<file path="src/rtl/bme280_meas_seq_pkg.sv">
// Shared BME280 register map, sequencer state encoding and the raw measurement record.
package bme280_meas_seq_pkg;

  localparam logic [7:0] REG_ID        = 8'hD0;
  localparam logic [7:0] REG_CTRL_HUM  = 8'hF2;
  localparam logic [7:0] REG_CTRL_MEAS = 8'hF4;
  localparam logic [7:0] REG_CONFIG    = 8'hF5;
  localparam logic [7:0] REG_DATA      = 8'hF7;
  localparam logic [7:0] BME280_CHIP_ID = 8'h60;
  localparam int         BURST_LEN     = 8;

  typedef enum logic [3:0] {
    S_POR_WAIT,
    S_ID_RD,
    S_CFG_HUM,
    S_CFG_CFG,
    S_CFG_MEAS,
    S_WAIT_PER,
    S_BURST_RD,
    S_UPDATE,
    S_ERROR
  } state_e;

  typedef struct packed {
    logic [19:0] temp;
    logic [19:0] press;
    logic [15:0] hum;
  } meas_t;

  // States that own a controller transaction
  function automatic logic is_xfer(input state_e s);
    return (s == S_ID_RD) || (s == S_CFG_HUM) || (s == S_CFG_CFG) ||
           (s == S_CFG_MEAS) || (s == S_BURST_RD);
  endfunction

endpackage

</file>
<file path="src/rtl/bme280_meas_seq_xfer_port.sv">
// Transaction port toward bme280_i2c_ctrl: open/close tracking, byte counting,
// start/last generation and the received-byte buffer.
module bme280_meas_seq_xfer_port
  import bme280_meas_seq_pkg::*;
#(
  parameter int DWIDTH = 8,
  parameter int NBUF   = BURST_LEN
) (
  input  logic                        Clk,
  input  logic                        Rst_n,
  input  logic                        load,
  input  logic                        ld_rdwr,
  input  logic [DWIDTH-1:0]           ld_addr,
  input  logic [DWIDTH-1:0]           ld_txd,
  input  logic [2:0]                  ld_nb_m1,
  input  logic                        I2C_done,
  input  logic [DWIDTH-1:0]           I2C_rxd,
  output logic                        I2C_start,
  output logic                        I2C_rdwr,
  output logic                        I2C_last,
  output logic [DWIDTH-1:0]           I2C_addr,
  output logic [DWIDTH-1:0]           I2C_txd,
  output logic                        xfer_act,
  output logic                        xfer_fin,
  output logic [NBUF-1:0][DWIDTH-1:0] rx_buf
);

  logic [2:0] rx_cnt;
  logic [2:0] nb_m1_q;
  logic       byte_ok;

  assign byte_ok  = xfer_act & I2C_done;
  assign xfer_fin = byte_ok & I2C_last;
  // Mask the final-done cycle so the controller cannot see a second request
  // while it falls back to idle.
  assign I2C_start = xfer_act & ~(I2C_done & I2C_last);

  always_ff @(posedge Clk or negedge Rst_n) begin
    if (!Rst_n) begin
      xfer_act <= 1'b0;
      rx_cnt   <= '0;
      nb_m1_q  <= '0;
      I2C_last <= 1'b0;
      I2C_rdwr <= 1'b0;
      I2C_addr <= '0;
      I2C_txd  <= '0;
    end else if (load) begin
      xfer_act <= 1'b1;
      rx_cnt   <= '0;
      nb_m1_q  <= ld_nb_m1;
      I2C_last <= (ld_nb_m1 == 3'd0);
      I2C_rdwr <= ld_rdwr;
      I2C_addr <= ld_addr;
      I2C_txd  <= ld_txd;
    end else if (xfer_fin) begin
      xfer_act <= 1'b0;
      rx_cnt   <= '0;
      I2C_last <= 1'b0;
      I2C_rdwr <= 1'b0;
      I2C_addr <= '0;
      I2C_txd  <= '0;
    end else if (byte_ok) begin
      rx_cnt   <= rx_cnt + 3'd1;
      I2C_last <= ((rx_cnt + 3'd1) == nb_m1_q);
    end
  end

  for (genvar g = 0; g < NBUF; g++) begin : g_buf
    always_ff @(posedge Clk or negedge Rst_n) begin
      if (!Rst_n)                             rx_buf[g] <= '0;
      else if (byte_ok && rx_cnt == 3'(g))    rx_buf[g] <= I2C_rxd;
    end
  end

endmodule

</file>
<file path="src/rtl/bme280_meas_seq.sv">
// BME280 measurement sequencer: power-on wait, chip-ID check, configuration,
// then periodic 8-byte data bursts published as raw T/P/H words.
module bme280_meas_seq
  import bme280_meas_seq_pkg::*;
#(
  parameter int         DWIDTH     = 8,
  parameter int         POR_CYCLES = 100_000,
  parameter int         PERIOD_CYC = 5_000_000,
  parameter logic [2:0] OSRS_T     = 3'b001,
  parameter logic [2:0] OSRS_P     = 3'b001,
  parameter logic [2:0] OSRS_H     = 3'b001,
  parameter logic [2:0] T_SB       = 3'b000,
  parameter logic [2:0] FILTER     = 3'b000,
  parameter logic [7:0] CHIP_ID    = BME280_CHIP_ID
) (
  input  logic              Clk,
  input  logic              Rst_n,
  input  logic              Enable,
  output logic              I2C_start,
  output logic              I2C_rdwr,
  output logic              I2C_last,
  output logic [DWIDTH-1:0] I2C_addr,
  output logic [DWIDTH-1:0] I2C_txd,
  input  logic [DWIDTH-1:0] I2C_rxd,
  input  logic              I2C_done,
  output logic [19:0]       Temp_raw,
  output logic [19:0]       Press_raw,
  output logic [15:0]       Hum_raw,
  output logic              Meas_valid,
  output logic              Busy,
  output logic              Id_err
);

  localparam int PCW = $clog2(POR_CYCLES + 1);
  localparam int QCW = $clog2(PERIOD_CYC + 1);

  state_e                             state_q, state_d;
  logic                               entry_q;
  logic [PCW-1:0]                     por_cnt;
  logic [QCW-1:0]                     per_cnt;
  logic                               load;
  logic                               ld_rdwr;
  logic [DWIDTH-1:0]                  ld_addr, ld_txd;
  logic [2:0]                         ld_nb_m1;
  logic                               xfer_act, xfer_fin;
  logic                               id_bad;
  logic [BURST_LEN-1:0][DWIDTH-1:0]   rx_buf;
  meas_t                              meas_q, meas_d;
  logic                               unused_lsbs;

  // Transaction opens the cycle after state entry, guaranteeing an idle gap
  // between back-to-back transactions.
  assign load   = entry_q & is_xfer(state_q);
  assign id_bad = (I2C_rxd[7:0] != CHIP_ID);

  always_comb begin
    ld_rdwr  = 1'b0;
    ld_addr  = '0;
    ld_txd   = '0;
    ld_nb_m1 = 3'd0;
    case (state_q)
      S_ID_RD: begin
        ld_rdwr = 1'b1;
        ld_addr = DWIDTH'(REG_ID);
      end
      S_CFG_HUM: begin
        ld_addr = DWIDTH'(REG_CTRL_HUM);
        ld_txd  = DWIDTH'({5'b0, OSRS_H});
      end
      S_CFG_CFG: begin
        ld_addr = DWIDTH'(REG_CONFIG);
        ld_txd  = DWIDTH'({T_SB, FILTER, 2'b00});
      end
      S_CFG_MEAS: begin
        ld_addr = DWIDTH'(REG_CTRL_MEAS);
        ld_txd  = DWIDTH'({OSRS_T, OSRS_P, 2'b11});
      end
      S_BURST_RD: begin
        ld_rdwr  = 1'b1;
        ld_addr  = DWIDTH'(REG_DATA);
        ld_nb_m1 = 3'(BURST_LEN - 1);
      end
      default: ;
    endcase
  end

  always_comb begin
    state_d = state_q;
    case (state_q)
      S_POR_WAIT: if (por_cnt == PCW'(POR_CYCLES - 1)) state_d = S_ID_RD;
      S_ID_RD:    if (xfer_fin) state_d = id_bad ? S_ERROR : S_CFG_HUM;
      S_CFG_HUM:  if (xfer_fin) state_d = S_CFG_CFG;
      S_CFG_CFG:  if (xfer_fin) state_d = S_CFG_MEAS;
      S_CFG_MEAS: if (xfer_fin) state_d = S_WAIT_PER;
      S_WAIT_PER: if (Enable && per_cnt == QCW'(PERIOD_CYC - 1)) state_d = S_BURST_RD;
      S_BURST_RD: if (xfer_fin) state_d = S_UPDATE;
      S_UPDATE:   state_d = S_WAIT_PER;
      S_ERROR:    state_d = S_ERROR;
      default:    state_d = S_POR_WAIT;
    endcase
  end

  always_ff @(posedge Clk or negedge Rst_n) begin
    if (!Rst_n) begin
      state_q <= S_POR_WAIT;
      entry_q <= 1'b0;
      por_cnt <= '0;
      per_cnt <= '0;
    end else begin
      state_q <= state_d;
      entry_q <= (state_d != state_q);
      if (state_q == S_POR_WAIT) por_cnt <= por_cnt + 1'b1;
      // Period count restarts on every entry and while measurements are disabled
      if (state_q == S_WAIT_PER && state_d == S_WAIT_PER && Enable) per_cnt <= per_cnt + 1'b1;
      else                                                          per_cnt <= '0;
    end
  end

  always_comb begin
    meas_d       = meas_q;
    meas_d.press = {rx_buf[0][7:0], rx_buf[1][7:0], rx_buf[2][7:4]};
    meas_d.temp  = {rx_buf[3][7:0], rx_buf[4][7:0], rx_buf[5][7:4]};
    meas_d.hum   = {rx_buf[6][7:0], rx_buf[7][7:0]};
  end

  always_ff @(posedge Clk or negedge Rst_n) begin
    if (!Rst_n) begin
      meas_q     <= '0;
      Meas_valid <= 1'b0;
      Id_err     <= 1'b0;
    end else begin
      Meas_valid <= (state_q == S_UPDATE);
      if (state_q == S_UPDATE) meas_q <= meas_d;
      if (state_q == S_ID_RD && xfer_fin && id_bad) Id_err <= 1'b1;
    end
  end

  assign Temp_raw    = meas_q.temp;
  assign Press_raw   = meas_q.press;
  assign Hum_raw     = meas_q.hum;
  assign Busy        = xfer_act;
  assign unused_lsbs = ^{rx_buf[2][3:0], rx_buf[5][3:0]};

  bme280_meas_seq_xfer_port #(
    .DWIDTH (DWIDTH),
    .NBUF   (BURST_LEN)
  ) u_port (
    .Clk       (Clk),
    .Rst_n     (Rst_n),
    .load      (load),
    .ld_rdwr   (ld_rdwr),
    .ld_addr   (ld_addr),
    .ld_txd    (ld_txd),
    .ld_nb_m1  (ld_nb_m1),
    .I2C_done  (I2C_done),
    .I2C_rxd   (I2C_rxd),
    .I2C_start (I2C_start),
    .I2C_rdwr  (I2C_rdwr),
    .I2C_last  (I2C_last),
    .I2C_addr  (I2C_addr),
    .I2C_txd   (I2C_txd),
    .xfer_act  (xfer_act),
    .xfer_fin  (xfer_fin),
    .rx_buf    (rx_buf)
  );

endmodule

</file>
<file path="config.mk">
export PLATFORM = sky130hd
export DESIGN_NAME = bme280_meas_seq
export DESIGN_NICKNAME = d
export VERILOG_FILES = /design/src/rtl/bme280_meas_seq_pkg.sv /design/src/rtl/bme280_meas_seq_xfer_port.sv /design/src/rtl/bme280_meas_seq.sv
export SDC_FILE = /design/constraint.sdc
export NUM_CORES = 1
export LEC_CHECK = 0
export BUFFER_PORTS_ARGS = -buffer_cell sky130_fd_sc_hd__buf_2
export CAP_MARGIN = 20
export CORE_ASPECT_RATIO = 0.7
export CORE_MARGIN = 1.5
export CORE_UTILIZATION = 58
export CTS_CLUSTER_SIZE = 25
export DETAILED_ROUTE_END_ITERATION = 8
export HOLD_SLACK_MARGIN = 0.1
export PLACE_DENSITY = 0.8
export RECOVER_POWER = 50
export SYNTH_ARGS = -nofsm -noshare
export SYNTH_HDL_FRONTEND = slang
export SYNTH_SLANG_ARGS = --single-unit
</file>
<file path="constraint.sdc">
create_clock -name Clk -period 2.2 [get_ports Clk]
set_clock_uncertainty 0.15 [all_clocks]
set_input_delay 0.11 -clock Clk [delete_from_list [all_inputs] [get_ports Clk]]
set_output_delay 0.11 -clock Clk [all_outputs]
set_load 0.02 [all_outputs]
</file>
==> insert_results.sql <==
INSERT INTO impl_metrics (metric_group, metric, value, unit) VALUES
('route', 'drt_iter0_drc', '357', ''),
('die', 'placement_rows', '34', ''),
('clock_network', 'cts_sinks', '173', ''),
('die', 'core_area', '12500', 'um2'),
('route', 'vias', '5542', ''),
('worst_setup_path', 'critical-path-slowest-cell', 'or4b_4', ''),
('global_routing', 'globalRouteMet3Util', '0.0603', ''),
('timing', 'worst-slew-pin-transition', '869', 'ps'),
('place', 'placed_wire_length_estimate_after_detailed_placement', '10900', 'um'),
('synth', 'mappedNetlistArea', '7460', 'um2'),
('timing', 'fin_worst_hold_slack', '316', 'ps'),
('clock_network', 'worst_setup_hold_path_clk_slew', '70', 'ps'),
('global_routing', 'grt_first_pass_wirelength', '27500', 'um'),
('place', 'io_buffers', '84', ''),
('worst_setup_path', 'crit_path_max_fanout', '6', ''),
('timing', 'setup_ws', '96.6', 'ps'),
('pwr', 'fin_total_pwr', '8.07', 'mW'),
('route', 'drt_pre_antenna_iters', '5', ''),
('worst_setup_path', 'worst_path_largest_cell_delay', '570', 'ps'),
('timing', 'period_share', '0.956', ''),
('timing', 'fin_setup_tns', '0', 'ps'),
('pwr', 'vdd.ir_drop.worst', '0.718', 'mV'),
('clock_network', 'cts_root_buffer', 'clkbuf_16', ''),
('route', 'wire_per_inst', '17.1', 'um'),
('job', 'cap_violations', '0', ''),
('pwr', 'leakagePower', '4.25', 'nW'),
('clock_network', 'cts-buffers-inserted', '17', ''),
('synth', 'synth-seq-area-share', '0.580', ''),
('global_routing', 'grt.met2_usage', '0.405', ''),
('cells_and_area', 'n_fill_cell', '862', ''),
('clock_network', 'clock_insertion_delay_worst_skew', '430', 'ps'),
('synth', 'synth-edff-count', '0', ''),
('cells_and_area', 'n_antenna_cell', '0', ''),
('place', 'finalWeightedCongestion', '0.861', ''),
('worst_setup_path', 'worstSetupStartpointType', 'register', ''),
('worst_setup_path', 'timing.critical_path.buf_inv', '0', ''),
('pwr', 'power.density_cell_area', '926', 'nW/um2'),
('global_routing', 'grt_most_used_layer', 'met2', ''),
('die', 'die_w', '139', 'um'),
('timing', 'max_freq', '475', 'MHz'),
('synth', 'ys_dominant_reg_cell', 'dfrtp_1', ''),
('route', 'totalWireLength', '16800', 'um'),
('worst_setup_path', 'cp.arrival', '2270', 'ps'),
('clock_network', 'tritoncts_clock_tree', 'built', ''),
('cells_and_area', 'fin_cells', '981', ''),
('timing', 'hold_viol', '0', ''),
('synth', 'synth_cells', '703', ''),
('global_routing', 'grt_usage', '0.257', ''),
('timing', 'slew_limit_headroom', '0.421', ''),
('synth', 'yosys_warnings', '0', ''),
('worst_setup_path', 'crit_path_end_kind', 'register', ''),
('route', 'antenna_left', '0', ''),
('route', 'drc', '0', ''),
('run_status', 'status', 'completed', ''),
('worst_setup_path', 'crit_chain', 'ha_2, nand2_1, or4b_4, nor4_1, xnor2_1, nor2_1', ''),
('place', 'dp_slack', '50.9', 'ps'),
('synth', 'share_of_synthesized_registers_carrying_an_async_set_or_reset', '1.00', ''),
('global_routing', 'use_met1', '0.354', ''),
('clock_network', 'h-tree-depth', '4', ''),
('cells_and_area', 'drive_gt1_frac', '0.177', ''),
('worst_setup_path', 'worst_ep_required_time', '2360', 'ps'),
('worst_setup_path', 'crit_path_class', 'reg2reg', ''),
('die', 'dieHeight', '97.9', 'um'),
('cells_and_area', 'areaGrowthSynthToFinish', '16.9', '%'),
('timing', 'slew_viol_final', '0', ''),
('global_routing', 'overflow', '0', ''),
('route', 'vias_per_cell', '5.65', ''),
('die', 'effective_utilization_at_floorplan', '0.598', ''),
('clock_network', 'clock_tree.buffer_depth', '2', ''),
('synth', 'mean_post_synth_cell_area', '10.6', 'um2'),
('global_routing', 'antenna_violations_before_repair', '0', ''),
('die', 'top_level_ports', '90', ''),
('cells_and_area', 'finalNetCount', '826', ''),
('place', 'post-place-cells', '932', ''),
('synth', 'ys_seq_elements', '173', ''),
('worst_setup_path', 'cpLargestDelayFamily', 'simple AND/OR/NAND/NOR gates', ''),
('global_routing', 'largest_net_degree_at_the_start_of_global_routing', '66', ''),
('timing', 'fin_crit', '2100', 'ps'),
('worst_hold_path', 'min_path_type', 'reg2reg', ''),
('timing', 'setup_viol', '0', ''),
('die', 'die_area', '13600', 'um2'),
('global_routing', 'via_count_of_the_first_global_routing_pass', '5534', ''),
('synth', 'synth_cell_type_count', '57', ''),
('timing', 'grt_setup_unrepaired', 'no', '');
-- cell usage after synthesis (all sizes together) (10+ instances only) --
master | instances | area, um2
mux2 | 57 | 642
xnor2 | 29 | 254
and3 | 10 | 63.8
nor3 | 11 | 55.1
inv | 11 | 41.3
nand3 | 27 | 135
buf | 18 | 136
clkbuf | 18 | 68.8
nand2 | 196 | 736
a21oi | 14 | 70.1
nor2 | 49 | 191
dfrtp | 173 | 4330
-- layer usage --
layer	share of wire	routed length [um]	vias to the layer above
li1	-	-	2539
met1	0.44	7350	2776
met2	0.48	7980	200
met3	0.066	1110	27
met4	0.019	324	0
met5	0	0	-
-- final cells by class --
cell class / instances / area (um2) / share of cell area
timing repair buffer: 115 / 608 / 0.0697
sequential: 173 / 4330 / 0.497
clock buffer: 19 / 443 / 0.0508
clock inverter: 13 / 156 / 0.0179
tap: 162 / 203 / 0.0232
inverter: 11 / 41.3 / 0.00473
multi-input combinational: 488 / 2940 / 0.337
-- worst min-delay path: stages (launching register included) --
cell and delay, ps:
dfrtp_1 340, nand2_1 50, nand2_1 50
-- flip-flops by register name, indices dropped and copies added (netlist names), 2 cells and up --
signal and cells:
u_port.rx_cnt 3, u_port.I2C_addr 5, Hum_raw 16, state_q 4, u_port.I2C_txd 2, Temp_raw 20, per_cnt 23, por_cnt 17
Press_raw 20, u_port.rx_buf 56
-- through the flow --
step            util  instance area, um2
2_1_floorplan      -                7470
3_3_place_gp   0.646                8050
4_1_cts        0.705                8790
6_report       0.700                8720
3_5_place_dp   0.646                8050
5_1_grt        0.700                8720
-- cells by family after synthesis --
logic type / count (synthesis) / synth area share
AND/OR/NAND/NOR: 340 / 0.209
flip-flops: 173 / 0.580
multiplexers: 57 / 0.0861
buffers and inverters: 47 / 0.0330
AO/OA/AOI/OAI: 40 / 0.0342
XOR/XNOR: 37 / 0.0434
adder cells (fa/ha/maj): 8 / 0.0134
other: 1 / 0.000503
-- what timing repair did --
item                                    4_1_cts  5_1_grt
hold endpoints to repair                    256        0
hold buffers                                 13        0
setup buffers                                 0        3
endpoints found under the setup margin        0       25
resized for setup                             0        9
-- power breakdown --
| part | internal, mW | total [mW] | leakage (nW) | switching, mW |
|---|---|---|---|---|
| registers | 3.69 | 4.01 | 2.33 | 0.321 |
| clock network | 1.73 | 3.04 | 0.292 | 1.31 |
| logic | 0.515 | 1.02 | 1.63 | 0.506 |
| total | 5.94 | 8.07 | 4.25 | 2.13 |
-- placed cells by master (no fill, tap or decap), types with 3 or more instances in the layout --
master         instances
nand4_1                8
and3_1                10
and4_1                 3
nor2_1                45
dfrtp_2                3
clkbuf_16             17
buf_2                 16
clkbuf_1              69
conb_1                 5
nor4b_1                3
inv_1                 11
clkinv_4               5
a31oi_1                3
dlygate4sd3_1         12
nor3_1                10
dfrtp_1              170
a21oi_1               14
or2_2                  3
nand2_1              196
nand3_1               26
nor4_1                 6
o21ai_0                7
buf_4                 15
xnor2_1               29
ha_1                   7
mux2_2                57
xor2_1                 8
nor2_2                 3
nor2b_1                3
-- path summary, 6_finish.rpt --
check                             startpoint                 to  slack [ps]  cells past startpoint
min reg2reg                u_port.rx_buf[10]       Press_raw[6]         320                      2
max in group asynchronous              Rst_n  u_port.rx_buf[32]         250                      4
max                               per_cnt[1]        per_cnt[20]         100                      6
min in group asynchronous              Rst_n         por_cnt[7]         850                      4
min                        u_port.rx_buf[10]       Press_raw[6]         320                      2
max reg2reg                       per_cnt[1]        per_cnt[20]         100                      6
Power figures use the tool's default switching activity.
